[src/rtl/disp_sched.sv]
// Display scheduler: arbitrates the normal FSM view against countdown-done and alarm-ring overlays.
// All outputs registered, request-to-display latency 1 cycle; pulse inputs, no backpressure.
module disp_sched #(
    parameter int CLK_HZ   = 100_000_000,
    parameter int RING_SEC = 10,
    parameter int DONE_SEC = 3
) (
    input  logic        clk_sys,
    input  logic        rstn,
    input  logic [5:0]  mode_state,
    input  logic [19:0] mode_time,
    input  logic [19:0] alarm_time,
    input  logic        ring_req,
    input  logic        cnt_done_req,
    input  logic        key_cancel,
    output logic [5:0]  state_info,
    output logic [19:0] time_data,
    output logic        ovl_active,
    output logic [1:0]  ovl_src,
    output logic        ring_end
);

    localparam int HS = CLK_HZ / 2;
    localparam int CW = (HS > 1) ? $clog2(HS) : 1;
    localparam logic [CW-1:0] HS_LAST   = CW'(HS - 1);
    localparam logic [6:0]    RING_LAST = 7'(2 * RING_SEC - 1);
    localparam logic [6:0]    DONE_LAST = 7'(2 * DONE_SEC - 1);
    localparam logic [6:0]    HSN_MAX   = 7'h7F;

    localparam logic [1:0] ST_NORM = 2'd0;
    localparam logic [1:0] ST_DONE = 2'd1;
    localparam logic [1:0] ST_RING = 2'd2;

    localparam logic [1:0] SRC_NONE = 2'b00;
    localparam logic [1:0] SRC_DONE = 2'b01;
    localparam logic [1:0] SRC_RING = 2'b10;

    localparam logic [5:0] SI_COUNT     = 6'b000_011;
    localparam logic [5:0] SI_ALARM_ON  = 6'b001_010;
    localparam logic [5:0] SI_ALARM_OFF = 6'b000_010;

    typedef struct packed {
        logic [5:0]  info;
        logic [19:0] tdat;
        logic        act;
        logic [1:0]  src;
        logic        rend;
    } view_t;

    logic [1:0]    state_q, state_d;
    logic          pend_ring_q, pend_ring_d;
    logic          pend_done_q, pend_done_d;
    logic [CW-1:0] hs_cnt_q, hs_cnt_d;
    logic [6:0]    hs_n_q, hs_n_d;
    logic          phase_q, phase_d;
    view_t         view_q, view_d;

    logic hs_tick;
    logic expire;
    logic cancel;
    logic clr_ring;
    logic clr_done;
    logic reload;

    // Expiry/cancel only ever clear the flag of the overlay currently on screen;
    // a request in the same cycle re-latches its flag regardless.
    always_comb begin
        hs_tick     = (state_q != ST_NORM) && (hs_cnt_q == HS_LAST);
        expire      = hs_tick && (hs_n_q == ((state_q == ST_RING) ? RING_LAST : DONE_LAST));
        cancel      = key_cancel && (state_q != ST_NORM);
        clr_ring    = (state_q == ST_RING) && (expire || cancel);
        clr_done    = (state_q == ST_DONE) && (expire || cancel);
        pend_ring_d = (pend_ring_q && !clr_ring) || ring_req;
        pend_done_d = (pend_done_q && !clr_done) || cnt_done_req;

        if (pend_ring_d) begin
            state_d = ST_RING;
        end else if (pend_done_d) begin
            state_d = ST_DONE;
        end else begin
            state_d = ST_NORM;
        end

        reload = (state_d != state_q)
              || ((state_d == ST_RING) && ring_req)
              || ((state_d == ST_DONE) && cnt_done_req);
    end

    // Half-second prescaler and overlay timer; idle in NORM, restarted on every grant or retrigger.
    always_comb begin
        hs_cnt_d = '0;
        hs_n_d   = '0;
        phase_d  = 1'b1;
        if ((state_d != ST_NORM) && !reload) begin
            if (hs_tick) begin
                hs_cnt_d = '0;
                hs_n_d   = (hs_n_q == HSN_MAX) ? HSN_MAX : hs_n_q + 7'd1;
                phase_d  = ~phase_q;
            end else begin
                hs_cnt_d = hs_cnt_q + CW'(1);
                hs_n_d   = hs_n_q;
                phase_d  = phase_q;
            end
        end
    end

    always_comb begin
        view_d      = '0;
        view_d.rend = (state_q == ST_RING) && (state_d != ST_RING);
        case (state_d)
            ST_RING: begin
                view_d.info = phase_d ? SI_ALARM_ON : SI_ALARM_OFF;
                view_d.tdat = alarm_time;
                view_d.act  = 1'b1;
                view_d.src  = SRC_RING;
            end
            ST_DONE: begin
                view_d.info = SI_COUNT;
                view_d.tdat = 20'h0;
                view_d.act  = 1'b1;
                view_d.src  = SRC_DONE;
            end
            default: begin
                view_d.info = mode_state;
                view_d.tdat = mode_time;
                view_d.act  = 1'b0;
                view_d.src  = SRC_NONE;
            end
        endcase
    end

    always_ff @(posedge clk_sys) begin
        if (!rstn) begin
            state_q     <= ST_NORM;
            pend_ring_q <= 1'b0;
            pend_done_q <= 1'b0;
            hs_cnt_q    <= '0;
            hs_n_q      <= '0;
            phase_q     <= 1'b0;
            view_q      <= '0;
        end else begin
            state_q     <= state_d;
            pend_ring_q <= pend_ring_d;
            pend_done_q <= pend_done_d;
            hs_cnt_q    <= hs_cnt_d;
            hs_n_q      <= hs_n_d;
            phase_q     <= phase_d;
            view_q      <= view_d;
        end
    end

    assign state_info = view_q.info;
    assign time_data  = view_q.tdat;
    assign ovl_active = view_q.act;
    assign ovl_src    = view_q.src;
    assign ring_end   = view_q.rend;

endmodule

[config.mk]
export PLATFORM = sky130hd
export DESIGN_NAME = disp_sched
export DESIGN_NICKNAME = d
export VERILOG_FILES = /design/src/rtl/disp_sched.sv
export SDC_FILE = /design/constraint.sdc
export NUM_CORES = 1
export LEC_CHECK = 0
export ABC_CLOCK_PERIOD_IN_PS = 1900
export BUFFER_PORTS_ARGS = -buffer_cell sky130_fd_sc_hd__buf_2
export CAP_MARGIN = 10
export CORE_ASPECT_RATIO = 0.75
export CORE_MARGIN = 1
export CORE_UTILIZATION = 47
export DETAILED_ROUTE_END_ITERATION = 7
export PLACE_DENSITY_LB_ADDON = 0.25
export SYNTH_ARGS = -nofsm -noshare
export SYNTH_HDL_FRONTEND = slang
export SYNTH_SLANG_ARGS = --single-unit
[constraint.sdc]
create_clock -name clk_sys -period 1.9 [get_ports clk_sys]
set_input_delay 0.19 -clock clk_sys [delete_from_list [all_inputs] [get_ports clk_sys]]
set_output_delay 0.19 -clock clk_sys [all_outputs]
set_load 0.05 [all_outputs]
After elaboration in Yosys (flattened, before gate mapping)
Index checks and enable logic that the tools add are counted.

word-level totals
  register bits after elaboration = 68
  latch bits = 0
  memory bits (writable) = 0
  bits in read-only memories = 0
  input bits = 51
  output and inout port bits = 30
  logic and storage cells = 56
  memories = 0

cells by class
  add/subtract/negate cells = 2
  multipliers = 0
  divide/modulo/power cells = 0
  $lt $le $gt $ge = 0
  eq/ne operators = 9
  shifts and indexed selects = 0
  muxes and demuxes = 8
  bitwise gates (word level) = 3
  reductions and logical operators = 23

operators by type and width
  operator               count
  $pmux 29 s2            1
  $add 26x1->26 const B  1
  $eq 26x26->1 const B   1
  $logic_and 1x1->1      11
  $add 7x1->7 const B    1
  $eq 7x5->1             1
  $eq 7x7->1 const B     1
  $mux 7                 1
  $logic_or 1x1->1       5
  $mux 5                 1
  $eq 2x1->1 const B     2
  $eq 2x2->1 const B     2
  $mux 4                 1
  $reduce_bool 2->1      2
  $logic_not 1->1        3
  $mux 1                 3
  $not 1->1              3
  $reduce_or 3->1        1
  $mux 2                 1
  $ne 2x2->1             1
  $ne 2x2->1 const B     1
  $reduce_and 2->1       1

Logic depth before layout (Yosys ltp)
  depth after elaboration = 20
  mapped depth = 8
  depth with buffers taken out = 7

Least setup slack after synthesis
Ideal clock, no wire load.

  path type = reg2reg
  start point = reg, netlist name ovl_src[0]
  end point = reg hs_cnt_q[10]
  setup time = 0.121 ns
  data arrival time = 2.124 ns
  data required time = 1.779 ns
  slack = -0.345 ns
  cell stages (with the launch flop) = 8
  path buffers = 2
  period minus slack after synthesis = 2.245 ns
  path through = dfxtp_1 -> buf_4 -> or3b_1 -> nor2_1 -> o22ai_2 -> a21oi_2 -> buf_2 -> nor3_1

RTL lines
  item                  line  RTL
  to (signal assigned)  145   hs_cnt_q <= hs_cnt_d;
  to (decl)             53    logic [CW-1:0] hs_cnt_q, hs_cnt_d;

Worst setup path after layout
  start point = reg hs_n_q[6]
  end point = reg view_q (netlist bit time_data[2])

between the ends
  word-level cells in the longest chain between the ends = 11
  elaborated cells between the ends (all ways) = 16
  classes of those cells = 3 x eq/ne; 3 x mux; 10 x reduce/logical

RTL lines
  item                                             line    RTL
  from (decl)                                      54      logic [6:0] hs_n_q, hs_n_d;
  from (signal assigned)                           146     hs_n_q <= hs_n_d;
  $eq 7x5->1 *                                     69      expire = hs_tick && (hs_n_q == ((state_q == ST_RING) ? RING_LAST : DONE_LAST));
  $logic_and 1x1->1 *                              69
  $logic_or 1x1->1 *                               71, 72
  $logic_and 1x1->1                                72      clr_done = (state_q == ST_DONE) && (expire || cancel);
  $logic_not 1->1                                  74      pend_done_d = (pend_done_q && !clr_done) || cnt_done_req;
  $logic_and 1x1->1                                74
  $logic_or 1x1->1                                 74
  $mux 1                                           78      end else if (pend_done_d) begin
  $mux 2 *                                         76      if (pend_ring_d) begin
  $eq 2x1->1 / $eq 2x2->1 (equally long branches)  110     case (state_d)
  $pmux 29 s2 *                                    110
  to (signal assigned)                             148     view_q <= view_d;
  to (decl)                                        56      view_t view_q, view_d;

Mark *: on every way between the ends. The rest lies on a longest branch, timed or not.
A chain may end at the register's enable or synchronous reset.

==> reports/results.txt <==
Status -> finished with violations
Failing checks -> setup timing
Ys flop type -> dfxtp_1
Most common cell after layout, fill and taps aside -> buf_2
Largest net degree at the start of global routing -> 25
Die extent in x -> 93.3 um
EDFF count, synth -> 0
Die Y -> 70.4 um
GR Layer Usage met3 -> 6.10%
TritonCTS clock tree -> done
CP arrival -> 2190 ps
Area contributors post-synth -> dfxtp_1 45%, a22o_1 6.0%, xnor2_1 6.0%, nor2_1 3.2%, nor3_1 2.7%
Fin crit period -> 1950 ps
Vias per cell -> 5.37
Antenna violations before repair -> 0
DR vias -> 2723
Worst-case clock buffer depth -> 2
Synth warn -> 0
DP Wirelength -> 5330 um
Worst-path maximum fanout -> 6
Final Setup Violations -> 23
Crit Path Category -> register to register
Die area -> 6570 um2
Finished Layout Cells -> 507
CTS H-tree lvls -> 3
Nets -> 477
First-pass GRT wire length -> 11400 um
HP Class -> input pin to register
Register area share after synthesis -> 45.0%
Slew headroom -> 71.4%
# DRC -> 0
Pre-antenna DRT Iters -> 4
Final hold slack -> 32.5 ps
Setup ws final -> -46.5 ps
Highest clock rate -> 0.514 GHz
Mux share of post-synthesis cell area -> 0.682%
Synth unique cells -> 58
GRT overflow -> 0
Post-route ant nets -> 0
Unrepaired setup endpoints after global routing -> yes
Final period util -> 102%
Starting DRT DRC Count -> 132
Area Overhead vs Synth -> 44.1%
Crit start category -> register
Final GP Congestion -> 0.814
Leakage power -> 1.73 nW
Critical Path RT -> 2150 ps
Worst-Skew Late Latency -> 350 ps
Worst-Margin Slew -> 429 ps
Vias in the first global route -> 2486
CTS Sinks -> 66
Critical-path cell list -> or4b_4, nor3_4, a311o_2, inv_4, clkbuf_16, a22o_1
Clock Tree Root -> clkbuf_8
Grt peak-use layer -> met2
Final count of hold timing violations -> 0
Worst Setup End Kind -> register
XOR/XNOR share of the synthesized area -> 8.35%
Largest family of logic cells by synthesized area -> simple AND/OR/NAND/NOR gates
Synth async-reset ratio -> 0%
Inserted Diodes -> 0
Met2 Use GR -> 34.4%
Syn Inst Count -> 287
Row count -> 24
I/O Buffers -> 80
PnR Total Power -> 2.82 mW
Starting density of the core -> 49.6%
Ports -> 81
Share of layout cells above drive strength 1 -> 48.0%
Mapped Nets -> 340
Slew Limit Fails -> 0
Seq cells post-synth -> 66
Slowest CP cell -> or4b_4
Clock skew -> 7.15 ps
Commonest cells after routing, fill and taps aside -> 80 x buf_2, 57 x dfxtp_1, 46 x buf_4, 24 x nor2_1
Yosys top cell by area -> dfxtp_1
Pwr dens -> 667 nW/um2
CORE AREA -> 5920 um2
Simple-gate area share of the yosys netlist -> 26.3%
# placed instances -> 478
Mean area per synthesized cell -> 10.2 um2
Synth Area in Adders -> 0.853%
Mapped cell area -> 2940 um2
VDD IR max -> 0.484 mV
Post-synth top area share -> 45.0%
Crit path largest cell delay -> 580 ps
Met1 usage -> 31.0%
Maxcap violations -> 0
Compound-Gate Fraction of Synth Area -> 14.7%
GRT Resource Usage Total -> 22.7%
DR WL/cell -> 15.6 um
Worst-path clk slew -> 70 ps
Total wire length -> 7920 um
CTS buffer count -> 9
R2R setup slack -> -50 ps
==> cell usage after synthesis (3+ instances only) <==
cell / number
a211oi_1: 5
a21oi_1: 5
a22o_1: 20
and2_1: 4
and3_1: 3
and4_1: 9
buf_6: 5
dfxtp_1: 66
inv_1: 6
nand2_1: 14
nand3_1: 11
nand4_1: 6
nor2_1: 25
nor3_1: 16
nor4_1: 7
xnor2_1: 20
xor2_1: 8
==> area by class of cell <==
| type | count | area [um2] |
|---|---|---|
| Sequential cell | 66 | 1340 |
| Clock buffer | 11 | 141 |
| Inverter | 7 | 28.8 |
| Multi-Input combinational cell | 202 | 1630 |
| Tap cell | 78 | 97.6 |
| Fill cell | 419 | 1690 |
| Timing Repair Buffer | 138 | 966 |
| Clock inverter | 5 | 28.8 |
==> report_power, final <==
part           leakage [nW]  internal [mW]  total (mW)  switching, mW
clock network        0.0894          0.503        1.04          0.541
registers             0.543           1.42        1.44         0.0157
logic                  1.10          0.133       0.344          0.211
==> per-stage QoR <==
| step | util, % | worst slack (ps) | cell area [um2] | TNS [ps] |
|---|---|---|---|---|
| after detailed placement | 64.2 | -15.3 | 3800 | -16.7 |
| after floorplan | - | -0.738 | 3000 | -6.64 |
| after global placement | 64.2 | 46.4 | 3800 | 0 |
| after global routing | 71.5 | -110 | 4230 | -3110 |
| after CTS | 67.6 | 2.43 | 4000 | 0 |
| final | 71.5 | -46.5 | 4230 | -602 |
==> critical path, delay by kind of cell, from the launching register on <==
family / cells / cell delay, ps
flops: 1 / 320
compound gates: 2 / 480
simple gates: 2 / 810
buf+inv: 2 / 230
==> cell families after synthesis <==
family          count (synthesis)
simple gates                  121
flops                          66
compound gates                 49
xor+xnor                       28
buf+inv                        19
mux                             2
fa+ha+maj                       2
==> layer usage <==
layer | vias up | wire length (um)
li1 | 1332 | -
met1 | 1286 | 3670
met2 | 90 | 3630
met3 | 15 | 496
met4 | 0 | 127
met5 | - | 0
==> path summary, 6_finish.rpt <==
path,from,endpoint,cells past startpoint
max reg2reg,hs_n_q[6],time_data[2],6
min,mode_state[4],state_info[4],2
max,hs_n_q[6],time_data[2],6
min reg2reg,hs_cnt_q[0],hs_cnt_q[0],2
==> sequential cells by signal (all words and copies together), names as in the netlist <==
name,flops
ring_end,1
state_q,1
hs_cnt_q,26
hs_n_q,7
ovl_active,1
phase_q,1
pend_done_q,1
ovl_src,2
state_info,6
time_data,20
==> repair_timing <==
| item | 4_1_cts | 5_1_grt |
|---|---|---|
| gates resized for setup | 4 | 25 |
| gates cloned | 0 | 4 |
| endpoints found under the setup margin | 11 | 57 |
| buffers inserted | 3 | 7 |
| pin swaps | 8 | 15 |
| hold buffers | 0 | 0 |
Note: power is estimated with default switching activity, not from simulation.
